===== src/rtl/decoding_cont.sv =====
`default_nettype none
// ============================================================================
//  Module      : decoding_cont
//  Description : RS(15,9) decoder over GF(16) (x^4+x+1, roots alpha^1..6).
//                Serial syndrome accumulation (15 cycles), one evaluation
//                cycle and one result cycle. Single-symbol correction is
//                built only when macro RS_DEC_CORRECT_EN is defined;
//                otherwise the block is detect-only.
//  Revision    : 1.0  initial release
// ============================================================================
module decoding_cont (
  input  logic        clk,
  input  logic        resetN,
  input  logic [59:0] codeWordVector,
  input  logic        decodeCodeWord,
  output logic        decoderBusy,
  output logic [35:0] decodedMessage,
  output logic        decodeDone,
  output logic        errorCorrected,
  output logic        uncorrectable
);

  typedef enum logic [1:0] {
    IDLE = 2'd0,
    SYND = 2'd1,
    EVAL = 2'd2,
    DONE = 2'd3
  } state_t;

  // alpha^j for j = 1..6, element [j-1]
  localparam logic [5:0][3:0] ALPHA_POW = {4'hC, 4'h6, 4'h3, 4'h8, 4'h4, 4'h2};

  // GF(16) multiply, shift-and-add with reduction by x^4+x+1
  function automatic logic [3:0] gf_mul(input logic [3:0] a, input logic [3:0] b);
    logic [3:0] p;
    logic [3:0] aa;
    p  = 4'h0;
    aa = a;
    for (int k = 0; k < 4; k++) begin
      if (b[k]) p = p ^ aa;
      aa = {aa[2:0], 1'b0} ^ (aa[3] ? 4'h3 : 4'h0);
    end
    return p;
  endfunction

  state_t          state_q, state_d;
  logic [59:0]     cw_q, cw_d;
  logic [3:0]      cnt_q, cnt_d;
  logic [5:0][3:0] synd_q, synd_d;
  logic [35:0]     msg_q, msg_d;
  logic            corr_q, corr_d;
  logic            unc_q, unc_d;

  logic [3:0]      sym;
  logic [35:0]     eval_msg;
  logic            eval_corr;
  logic            eval_unc;

  assign sym = cw_q[{cnt_q, 2'b00} +: 4];

`ifdef RS_DEC_CORRECT_EN
  // 16-entry multiplicative inverse table (inverse of 0 defined as 0)
  function automatic logic [3:0] gf_inv(input logic [3:0] a);
    case (a)
      4'h1: gf_inv = 4'h1;  4'h2: gf_inv = 4'h9;  4'h3: gf_inv = 4'hE;  4'h4: gf_inv = 4'hD;
      4'h5: gf_inv = 4'hB;  4'h6: gf_inv = 4'h7;  4'h7: gf_inv = 4'h6;  4'h8: gf_inv = 4'hF;
      4'h9: gf_inv = 4'h2;  4'hA: gf_inv = 4'hC;  4'hB: gf_inv = 4'h5;  4'hC: gf_inv = 4'hA;
      4'hD: gf_inv = 4'h4;  4'hE: gf_inv = 4'h3;  4'hF: gf_inv = 4'h8;
      default: gf_inv = 4'h0;
    endcase
  endfunction

  // 16-entry discrete log table (log of 0 defined as 0, never used)
  function automatic logic [3:0] gf_log(input logic [3:0] a);
    case (a)
      4'h1: gf_log = 4'd0;   4'h2: gf_log = 4'd1;   4'h3: gf_log = 4'd4;   4'h4: gf_log = 4'd2;
      4'h5: gf_log = 4'd8;   4'h6: gf_log = 4'd5;   4'h7: gf_log = 4'd10;  4'h8: gf_log = 4'd3;
      4'h9: gf_log = 4'd14;  4'hA: gf_log = 4'd9;   4'hB: gf_log = 4'd7;   4'hC: gf_log = 4'd6;
      4'hD: gf_log = 4'd13;  4'hE: gf_log = 4'd11;  4'hF: gf_log = 4'd12;
      default: gf_log = 4'd0;
    endcase
  endfunction

  logic [3:0]  err_x;
  logic [3:0]  err_y;
  logic [3:0]  err_loc;
  logic [3:0]  loc_in_msg;
  logic        geometric;
  logic        single_err;
  logic [35:0] msg_flip;

  // Single-error test: syndromes must form a geometric series S(j+1)=Sj*X
  always_comb begin
    err_x      = gf_mul(synd_q[1], gf_inv(synd_q[0]));
    err_y      = gf_mul(gf_mul(synd_q[0], synd_q[0]), gf_inv(synd_q[1]));
    err_loc    = gf_log(err_x);
    loc_in_msg = err_loc - 4'd6;
    geometric  = 1'b1;
    for (int j = 0; j < 5; j++) begin
      if (synd_q[j+1] != gf_mul(synd_q[j], err_x)) geometric = 1'b0;
    end
    single_err = (synd_q[0] != 4'h0) && (synd_q[1] != 4'h0) && geometric;
    // Parity-symbol errors (loc < 6) leave the message untouched
    msg_flip   = (err_loc >= 4'd6) ? ({32'h0, err_y} << {loc_in_msg, 2'b00}) : 36'h0;
    eval_msg   = cw_q[59:24];
    eval_corr  = 1'b0;
    eval_unc   = 1'b0;
    if (synd_q != '0) begin
      if (single_err) begin
        eval_msg  = cw_q[59:24] ^ msg_flip;
        eval_corr = 1'b1;
      end else begin
        eval_unc  = 1'b1;
      end
    end
  end
`else
  // Detect-only: any nonzero syndrome flags the word, message passes through raw
  always_comb begin
    eval_msg  = cw_q[59:24];
    eval_corr = 1'b0;
    eval_unc  = (synd_q != '0);
  end
`endif

  // Next-state and datapath updates for the IDLE/SYND/EVAL/DONE sequence
  always_comb begin
    state_d = state_q;
    cw_d    = cw_q;
    cnt_d   = cnt_q;
    synd_d  = synd_q;
    msg_d   = msg_q;
    corr_d  = corr_q;
    unc_d   = unc_q;
    case (state_q)
      IDLE: begin
        if (decodeCodeWord) begin
          cw_d    = codeWordVector;
          synd_d  = '0;
          cnt_d   = 4'd14;
          state_d = SYND;
        end
      end
      SYND: begin
        // Horner step, highest symbol first
        for (int j = 0; j < 6; j++) begin
          synd_d[j] = gf_mul(synd_q[j], ALPHA_POW[j]) ^ sym;
        end
        cnt_d = cnt_q - 4'd1;
        if (cnt_q == 4'd0) state_d = EVAL;
      end
      EVAL: begin
        msg_d   = eval_msg;
        corr_d  = eval_corr;
        unc_d   = eval_unc;
        state_d = DONE;
      end
      DONE: begin
        state_d = IDLE;
      end
      default: begin
        state_d = IDLE;
      end
    endcase
  end

  // State and datapath registers with synchronous active-low reset
  always_ff @(posedge clk) begin
    if (!resetN) begin
      state_q <= IDLE;
      cw_q    <= '0;
      cnt_q   <= '0;
      synd_q  <= '0;
      msg_q   <= '0;
      corr_q  <= 1'b0;
      unc_q   <= 1'b0;
    end else begin
      state_q <= state_d;
      cw_q    <= cw_d;
      cnt_q   <= cnt_d;
      synd_q  <= synd_d;
      msg_q   <= msg_d;
      corr_q  <= corr_d;
      unc_q   <= unc_d;
    end
  end

  assign decoderBusy    = (state_q != IDLE);
  assign decodeDone     = (state_q == DONE);
  assign decodedMessage = msg_q;
  assign errorCorrected = corr_q;
  assign uncorrectable  = unc_q;

endmodule
`default_nettype wire


===== config.mk =====
export PLATFORM = sky130hd
export DESIGN_NAME = decoding_cont
export DESIGN_NICKNAME = d
export VERILOG_FILES = /design/src/rtl/decoding_cont.sv
export SDC_FILE = /design/constraint.sdc
export NUM_CORES = 1
export LEC_CHECK = 0
export BUFFER_PORTS_ARGS = -buffer_cell sky130_fd_sc_hd__buf_2
export CORE_AREA = 2 2 113 115
export CTS_CLUSTER_SIZE = 16
export DETAILED_ROUTE_END_ITERATION = 10
export DIE_AREA = 0 0 115 117
export PLACE_DENSITY = 0.71
export SYNTH_ARGS = -nofsm -noshare
export SYNTH_HDL_FRONTEND = slang
export SYNTH_SLANG_ARGS = --single-unit

===== constraint.sdc =====
create_clock -name clk -period 2.8 [get_ports clk]
set_input_delay 0.84 -clock clk [delete_from_list [all_inputs] [get_ports clk]]
set_output_delay 0.84 -clock clk [all_outputs]
set_load 0.1 [all_outputs]

==> qor.csv, run 1 <==
stage;metric;value;unit
status;run status;finished clean;
placed_design;HPWL after DPL;9550;microns
sta;Period Utilization, post-route;90.7;%
sta;Setup WS post-layout;0.259;ns
clocking;CTS Root Cell;clkbuf_16;
detailed_routing;Iteration-0 DRC Markers;233;
setup_path;Crit path arrival time;1.70;ns
sta;Peak Freq;0.394;GHz
sta;Least-Margin Pin Slew;0.773;ns
detailed_routing;vias per cell;5.28;
setup_path;largest fanout on the critical path;6;
die;Die X;115;microns
clocking;CTS H-tree depth;4;
sta;Setup TNS;0;ns
placed_design;IO Port Bufs;101;
die;Die H;117;microns
logic_synthesis;async set-reset flop share out of synthesis;0;%
clocking;TritonCTS Sinks;127;
logic_synthesis;Synth Instances;664;
sta;Fin. Hold Viols;0;
detailed_routing;DRC;0;
grt;global route overflow;0;
power;PD cells;1080;mW/mm^2
detailed_routing;WL per Instance;15.1;microns
detailed_routing;Post-DRT Antenna Nets;0;
setup_path;Largest stage delay, worst path;0.45;ns
flow_run;max-cap violations;0;
detailed_routing;final WL;13700;microns
logic_synthesis;Syn Nets;737;
power;Static Leakage;2.80;nW
placed_design;RePlAce Congestion;0.893;
logic_synthesis;Mean Syn Cell Area;9.05;sq um
sta;Max Clock Skew;0.00950;ns
clocking;Post-CTS Setup Inserts;0;
grt;largest net degree at the start of global routing;103;
sta;Worst slew margin;48.5;%
clocking;CTS tree;yes;
sta;min cycle time layout;2.54;ns
logic_synthesis;Post-synth EDFFs;0;
finish;FILL cells;1100;
placed_design;worst slack at placement;0.474;ns
logic_synthesis;flops & latches, synth;127;
die;Starting Density;48.8;%
grt;initial antenna violation count;0;
sta;Final Setup Violations;0;
clocking;total CTS buffers;17;
setup_path;cell family with most CP delay;buffers and inverters;
setup_path;CP endpoint kind;primary output;
setup_path;Critical Path RT;1.96;ns
logic_synthesis;register area share after synthesis;42.3;%
setup_path;CP Cell Sequence;inv_1 -> ha_1 -> inv_1 -> buf_2;
sta;unrepaired setup endpoints after global routing;no;
clocking;Clk Latency, worst-skew pair;0.41;ns
clocking;Post-CTS Hold Fix Bufs;0;
logic_synthesis;Synth area leaders;dfxtp_1, nand2_1, mux2i_1;
finish;share of cells above drive strength 1;21.2;%
die;die footprint;0.0135;sq mm
detailed_routing;routed via count;4804;
finish;antenna diode count;0;
finish;Layout area overhead;18.8;%
die;# IOs;103;
setup_path;most used cell, CP;inv_1;
finish;Layout Nets;821;
power;Max IR drop VDD;0.623;mV
setup_path;Buf/Inv on CP;3;
sta;max-slew violations;0;
grt;vias in the first global route;4759;
logic_synthesis;synthesized area;0.00601;sq mm
detailed_routing;first-pass iteration count of the detailed router;4;
logic_synthesis;Primary FF master, synth;dfxtp_1;
min_path;worst hold path type;reg -> reg;
clocking;post-cts sizing count;0;
setup_path;Worst setup SP type;register;
grt;first-pass GRT wire length;22900;microns
logic_synthesis;Yosys cell types;54;
setup_path;critical path class;reg -> out;
clocking;CTS clk-pin slew, worst paths;0.06;ns
clocking;clock buffer depth;2;
logic_synthesis;Synth top area share;42.3;%
logic_synthesis;area leader, netlist;dfxtp_1;
setup_path;CP max-delay cell;buf_2;
die;Cell Rows;41;
grt;overall routing resource usage;21.5;%
die;core outline area;0.0123;sq mm
logic_synthesis;Yosys warnings;0;
report_power, final:
| part | total [mW] | switching [mW] | internal (mW) | leakage, nW |
|---|---|---|---|---|
| logic | 3.21 | 1.96 | 1.24 | 1.52 |
| registers | 2.44 | 0.299 | 2.14 | 1.04 |
| clock network | 2.04 | 0.785 | 1.25 | 0.249 |
| total | 7.68 | 3.05 | 4.63 | 2.80 |
cell families (layout without fill, tap and decap cells):
| group | after synthesis | count (layout) | synth area share [%] |
|---|---|---|---|
| simple gates | 236 | 236 | 17.9 |
| flops | 127 | 127 | 42.3 |
| compound gates | 120 | 120 | 14.4 |
| buf+inv | 68 | 163 | 5.10 |
| mux | 61 | 61 | 12.1 |
| xor+xnor | 41 | 41 | 5.97 |
| fa+ha+maj | 10 | 10 | 2.08 |
| other cells | 1 | 1 | 0.0624 |
layer usage:
layer | part of all wire, % | GRT usage (%) | wire length [microns]
met1 | 48 | 29.0 | 6520
met2 | 47 | 34.1 | 6380
met3 | 4.5 | 5.51 | 613
met4 | 1.4 | 7.07 | 189
met5 | 0 | 0 | 0
through the flow:
stage	cell area, sq um	util, %	power [mW]	cells	hold WS, ns
finish	7140	58.0	7.68	909	0.465
global route	7140	58.0	8.13	909	0.494
CTS	7140	58.0	7.71	909	0.468
detailed placement	6590	53.5	5.66	879	0.461
global placement	6590	53.5	5.57	879	0.451
floorplan	6010	-	5.00	664	0.440
layout make-up:
type                    instances  area [sq um]  area share, %
multi-input cells             469          3170           44.4
flip-flops and latches        127          2540           35.6
repair buffers                112           613           8.59
clock buffers                  21           460           6.45
well taps                     150           188           2.63
clock inverters                 9          88.8           1.24
inverters                      21          78.8           1.10
final timing paths:
check | start | end | slack, ns | cells past startpoint
worst min-delay path | cw_q[23]$_SDFFE_PN0P_ | cw_q[23]$_SDFFE_PN0P_ | 0.47 | 2
worst max register to register | cnt_q[2]$_SDFFE_PN0P_ | synd_q[17]$_SDFFE_PN0P_ | 0.56 | 7
worst min register to register | cw_q[23]$_SDFFE_PN0P_ | cw_q[23]$_SDFFE_PN0P_ | 0.47 | 2
worst max-delay path | state_q[0]$_SDFFE_PN0P_ | decoderBusy | 0.26 | 4
cells in the mapped netlist, drive strengths merged (5+ instances only):
| master | count |
|---|---|
| clkbuf | 35 |
| nand3 | 8 |
| nand4 | 5 |
| nand2b | 5 |
| a21boi | 62 |
| ha | 10 |
| nand2 | 152 |
| xnor2 | 30 |
| mux2i | 51 |
| nor2b | 38 |
| o21ai | 19 |
| inv | 20 |
| dfxtp | 127 |
| nor2 | 11 |
| xor2 | 11 |
| a21oi | 10 |
| buf | 12 |
| o22ai | 7 |
| mux4 | 8 |
flip-flops by register name, indices dropped and copies added (netlist names):
register,flops
decodedMessage,36
uncorrectable,1
state_q,2
cw_q,60
synd_q,24
cnt_q,4
worst min-delay path: stages, from the launching register on:
cell and delay [ns]:
dfxtp_1 0.31, nand2_1 0.04, a21boi_0 0.06
cell usage in the layout (no fill, tap or decap), types with 9 or more instances in the layout:
master,instances
ha_1,9
nor2b_1,38
nand2_1,151
xor2_1,11
buf_4,9
clkbuf_16,17
inv_1,20
dfxtp_1,127
nor2_1,9
xnor2_1,30
o21ai_0,18
a21boi_0,62
mux2i_1,49
buf_2,101
(Power assumes the default switching activity.)
==> run 2, diff against run 1 <==
Clock period 2.8 ns to 2.44 ns, I/O delays scaled along.
==> run 2 against run 1 <==
Against the previous run: count of clock-buffer cells in the layout shrank 4; worst setup slack lost 0.12 ns; sequential share of layout area is essentially flat; wire length shrank 0.77%; largest power group unchanged.
==> qor.csv, run 2 (synthesis gave the netlist of run 1 again) <==
stage;metric;value;unit
status;run status;finished clean;
setup_path;reg2reg path depth;7;
setup_path;worst setup path startpoint;state_q[0]$_SDFFE_PN0P_;
setup_path;critical path class;reg -> out;
min_path;Hold Path Depth;2;
sta;unrepaired setup endpoints after global routing;no;
detailed_routing;WL per Instance;14.9;microns
placed_design;Cells after DPL;879;
placed_design;RePlAce Congestion;0.881;
sta;Fin. Hold Viols;0;
finish;commonest non-fill, non-tap cells in the layout;nand2_1, dfxtp_1, buf_2;
clocking;CTS H-tree depth;4;
sta;Least-Margin Pin Slew;0.782;ns
sta;Worst slew margin;47.8;%
clocking;CTS tree;yes;
die;Die X;115;microns
die;Starting Density;48.8;%
setup_path;CP Cell Sequence;inv_1 -> ha_1 -> inv_1 -> clkbuf_4;
grt;overall routing resource usage;20.9;%
sta;Final Setup Violations;0;
power;Max IR drop VDD;0.666;mV
sta;Peak Freq;0.434;GHz
power;Static Leakage;2.82;nW
clocking;CTS Root Cell;clkbuf_16;
finish;commonest non-fill, non-tap cell in the layout;nand2_1;
detailed_routing;final WL;13600;microns
sta;min cycle time layout;2.31;ns
finish;Layout area overhead;18.9;%
grt;largest net degree at the start of global routing;102;
grt;initial antenna violation count;0;
finish;Largest register FFs;60;
setup_path;Critical Path RT;1.71;ns
finish;antenna diode count;0;
clocking;CTS clk-pin slew, worst paths;0.06;ns
grt;vias in the first global route;4549;
setup_path;CP endpoint kind;primary output;
die;die footprint;0.0135;sq mm
sta;max-slew violations;0;
setup_path;most used cell, CP;inv_1;
clocking;TritonCTS Sinks;127;
die;Die H;117;microns
sta;Hold Slack;0.466;ns
detailed_routing;vias per cell;5.32;
setup_path;critical path depth in cells;4;
grt;first-pass GRT wire length;22100;microns
setup_path;Buf/Inv on CP;3;
setup_path;Largest stage delay, worst path;0.35;ns
setup_path;largest fanout on the critical path;6;
grt;global route overflow;0;
clocking;total CTS buffers;17;
die;Cell Rows;41;
placed_design;HPWL after DPL;9530;microns
detailed_routing;DRC;0;
setup_path;Crit path arrival time;1.57;ns
setup_path;Worst setup SP type;register;
die;# IOs;103;
clocking;Post-CTS Hold Fix Bufs;0;
sta;Setup TNS;0;ns
detailed_routing;Post-DRT Antenna Nets;0;
finish;FILL cells;1085;
detailed_routing;routed via count;4846;
flow_run;max-cap violations;0;
placed_design;IO Port Bufs;101;
detailed_routing;first-pass iteration count of the detailed router;5;
finish;share of cells above drive strength 1;21.7;%
detailed_routing;Iteration-0 DRC Markers;267;
min_path;worst hold path type;reg -> reg;
finish;register bank with the most flops;cw_q;
finish;Layout Nets;821;
sta;Period Utilization, post-route;94.5;%
setup_path;CP max-delay cell;dfxtp_1;
min_path;hold_sp;cw_q[23]$_SDFFE_PN0P_;
clocking;Clk Latency, worst-skew pair;0.42;ns
finish;Non-Filler Instances;911;
die;core outline area;0.0123;sq mm
clocking;clock buffer depth;2;
setup_path;R2R Path Start;cnt_q[2]$_SDFFE_PN0P_;
sta;Max Clock Skew;0.00636;ns
power;PD cells;1230;mW/mm^2
setup_path;cell family with most CP delay;buffers and inverters;
[run 2: cell count changes in the layout (fill, tap and decap cells not counted), sizes merged]
cell / previous run / this run
clkinv: 3 / 9
inv: 20 / 25
clkinvlp: 6 / 2
clkbuf: 21 / 18
buf: 112 / 111
bufinv: 1 / 0
[run 2: repair_timing]
| action | 4_1_cts | 5_1_grt |
|---|---|---|
| buffers inserted | 0 | 0 |
| hold endpoints to repair | 0 | 0 |
| resized for setup | 0 | 1 |
| endpoints found under the setup margin | 0 | 1 |
[run 2: metal layers]
| metal | wire length (microns) | track usage [%] | part of all wire, % | vias to the layer above |
|---|---|---|---|---|
| li1 | - | - | - | 2420 |
| met1 | 6250 | 27.4 | 46 | 2298 |
| met2 | 6600 | 33.6 | 48 | 113 |
| met3 | 554 | 5.61 | 4.1 | 15 |
| met4 | 201 | 7.23 | 1.5 | 0 |
| met5 | 0 | 0 | 0 | - |
[run 2: worst paths after layout]
kind	endpoint	slack [ns]
worst max register to register	synd_q[17]$_SDFFE_PN0P_	0.31
worst max-delay path	decoderBusy	0.13
worst min register to register	cw_q[23]$_SDFFE_PN0P_	0.47
worst min-delay path	cw_q[23]$_SDFFE_PN0P_	0.47
[run 2: worst reg2reg max path, delay by kind of cell (launching register included)]
kind | cells | cell delay (ns)
and+or+nand+nor | 2 | 0.34
DFF | 1 | 0.37
xor gates and xnor gates | 1 | 0.21
buffers and inverters | 1 | 0.22
muxes | 2 | 0.78
AOI/OAI and AO/OA | 1 | 0.09
[run 2: layout make-up]
class / instances / area [sq um] / area share [%]
Clock inverter: 15 / 114 / 1.59
Sequential cell: 127 / 2540 / 35.6
Tap cell: 150 / 188 / 2.63
Timing Repair Buffer: 112 / 628 / 8.79
Inverter: 21 / 78.8 / 1.10
Multi-Input combinational cell: 469 / 3170 / 44.3
Clock buffer: 17 / 425 / 5.95
[run 2: report_power, final]
part / total, mW / switching [mW] / internal [mW]
Combinational: 3.69 / 2.24 / 1.45
Sequential: 2.78 / 0.333 / 2.45
Clock: 2.28 / 0.973 / 1.31
[run 2: through the flow]
stage | area, sq um | power, mW | util [%] | setup WS, ns
after global placement | 6600 | 6.41 | 53.6 | 0.315
after floorplan | 6010 | 5.74 | - | 0.122
after detailed placement | 6600 | 6.51 | 53.6 | 0.229
after global routing | 7140 | 9.29 | 58.0 | 0.0428
final | 7140 | 8.76 | 58.0 | 0.135
after CTS | 7140 | 8.81 | 58.0 | 0.00506
==> run 3, diff against run 2 <==
Settings changed: CTS_BUF_LIST set to sky130_fd_sc_hd__clkbuf_8.
Clock period 2.44 ns to 2.92 ns, I/O delays scaled along.
==> run 3 against run 2 <==
Against the previous run: total power fell by 21%; critical path depth did not move; first-iteration DRC count fell by 15%; sequential power fell by 15%; sequential share of layout area rose by 0.76 points; die area did not move; combinational power fell by 19%; clock power fell by 30%; clock skew rose by 0.0020 ns; critical endpoint unchanged.
==> qor.csv, run 3 (synthesis gave the netlist of run 1 again) <==
stage;metric;value;unit
grt;global route overflow;0;
grt;grt peak-use layer;met2;
clocking;CTS tree;yes;
sta;unrepaired setup endpoints after global routing;no;
detailed_routing;Post-DRT Antenna Nets;0;
detailed_routing;final WL;13500;microns
clocking;TritonCTS Sinks;127;
clocking;CTS Root Cell;clkbuf_8;
finish;antenna diode count;0;
grt;overall routing resource usage;21.0;%
clocking;total CTS buffers;17;
setup_path;cell family with most CP delay;buffers and inverters;
setup_path;Worst setup SP type;register;
sta;Period Utilization, post-route;88.0;%
finish;share of cells above drive strength 1;21.4;%
finish;commonest non-fill, non-tap cells in the layout;nand2_1, dfxtp_1, buf_2;
flow_run;max-cap violations;0;
sta;Least-Margin Pin Slew;0.782;ns
grt;largest net degree at the start of global routing;103;
die;Starting Density;48.8;%
placed_design;HPWL after DPL;9550;microns
detailed_routing;WL per Instance;14.8;microns
clocking;Clk Latency, worst-skew pair;0.44;ns
status;run status;finished clean;
die;# IOs;103;
sta;max-slew violations;0;
setup_path;Critical Path RT;2.04;ns
finish;commonest non-fill, non-tap cell in the layout;nand2_1;
power;Static Leakage;2.76;nW
placed_design;RePlAce Congestion;0.854;
detailed_routing;vias per cell;5.30;
setup_path;Largest stage delay, worst path;0.44;ns
detailed_routing;first-pass iteration count of the detailed router;4;
grt;met1 GRT Util;28.2;%
sta;Worst slew margin;47.9;%
setup_path;most used cell, CP;inv_1;
sta;Setup WS post-layout;0.351;ns
min_path;worst hold path type;reg -> reg;
finish;register bank with the most flops;cw_q;
setup_path;critical path class;reg -> out;
clocking;CTS H-tree depth;4;
setup_path;largest fanout on the critical path;6;
power;PD cells;995;mW/mm^2
placed_design;IO Port Bufs;101;
clocking;Post-CTS Setup Inserts;0;
setup_path;CP Cell Sequence;inv_1 -> ha_1 -> inv_1 -> buf_2;
setup_path;CP endpoint kind;primary output;
die;Die H;117;microns
sta;Peak Freq;0.389;GHz
finish;Layout Nets;820;
finish;register area;0.00254;sq mm
detailed_routing;routed via count;4819;
min_path;hold_sp;cw_q[12]$_SDFFE_PN0P_;
clocking;Post-CTS Hold Fix Bufs;0;
setup_path;Buf/Inv on CP;3;
sta;Max Clock Skew;0.00833;ns
die;core outline area;0.0123;sq mm
sta;min cycle time layout;2.57;ns
die;die footprint;0.0135;sq mm
clocking;CTS clk-pin slew, worst paths;0.08;ns
grt;first-pass GRT wire length;22300;microns
power;Max IR drop VDD;0.497;mV
finish;Layout area overhead;16.4;%
setup_path;CP max-delay cell;buf_2;
finish;Largest register FFs;60;
sta;Fin. Hold Viols;0;
clocking;post-cts sizing count;0;
grt;vias in the first global route;4630;
finish;FILL cells;1109;
finish;area of the multi-input gates;0.00317;sq mm
setup_path;R2R Path Start;cnt_q[2]$_SDFFE_PN0P_;
grt;global-route met2 utilization;32.9;%
grt;initial antenna violation count;0;
placed_design;worst slack at placement;0.524;ns
die;Die X;115;microns
detailed_routing;Iteration-0 DRC Markers;226;
sta;Setup TNS;0;ns
grt;met3 Usage GRT;5.77;%
setup_path;Crit path arrival time;1.69;ns
sta;Final Setup Violations;0;
detailed_routing;DRC;0;
die;Cell Rows;41;
setup_path;worst setup path startpoint;state_q[0]$_SDFFE_PN0P_;
clocking;clock buffer depth;2;
## run 3: area by class of cell
class | instances | area share, %
clock buffers | 19 | 3.74
multi-input cells | 469 | 45.3
well taps | 150 | 2.68
repair buffers | 111 | 8.48
clock inverters | 13 | 2.33
inverters | 21 | 1.13
flip-flops and latches | 127 | 36.4
## run 3: through the flow
| stage | hold slack (ns) | area, sq um | total power [mW] | instances | util, % |
|---|---|---|---|---|---|
| floorplan | 0.440 | 6010 | 4.79 | 664 | - |
| global placement | 0.452 | 6570 | 5.32 | 878 | 53.4 |
| detailed placement | 0.458 | 6570 | 5.39 | 878 | 53.4 |
| CTS | 0.469 | 6990 | 7.00 | 910 | 56.8 |
| global route | 0.491 | 6990 | 7.41 | 910 | 56.8 |
| finish | 0.467 | 6990 | 6.96 | 910 | 56.8 |
## run 3: routing by layer
layer / vias to the layer above / routed length [microns] / share of wire, %
li1: 2411 / - / -
met1: 2276 / 6130 / 45
met2: 112 / 6390 / 47
met3: 20 / 747 / 5.5
met4: 0 / 208 / 1.5
met5: - / 0 / 0
## run 3: worst register-to-register path, cell delays in order (launching register included)
cell and delay (ns):
dfxtp_1 0.36, buf_4 0.27, mux4_2 0.57, mux2i_4 0.22
nand2b_1 0.18, nand2_1 0.22, xnor2_1 0.22, o21ai_0 0.09
## run 3: power breakdown
part | internal, mW | switching (mW)
registers | 2.05 | 0.313
clock network | 0.892 | 0.702
logic | 1.17 | 1.83
total | 4.11 | 2.85
## run 3: worst paths after layout
kind                                  end  slack [ns]  cells past startpoint
hold reg to reg     cw_q[12]$_SDFFE_PN0P_        0.47                      2
setup / recovery              decoderBusy        0.35                      4
setup reg to reg  synd_q[13]$_SDFFE_PN0P_        0.67                      7
hold / removal      cw_q[12]$_SDFFE_PN0P_        0.47                      2
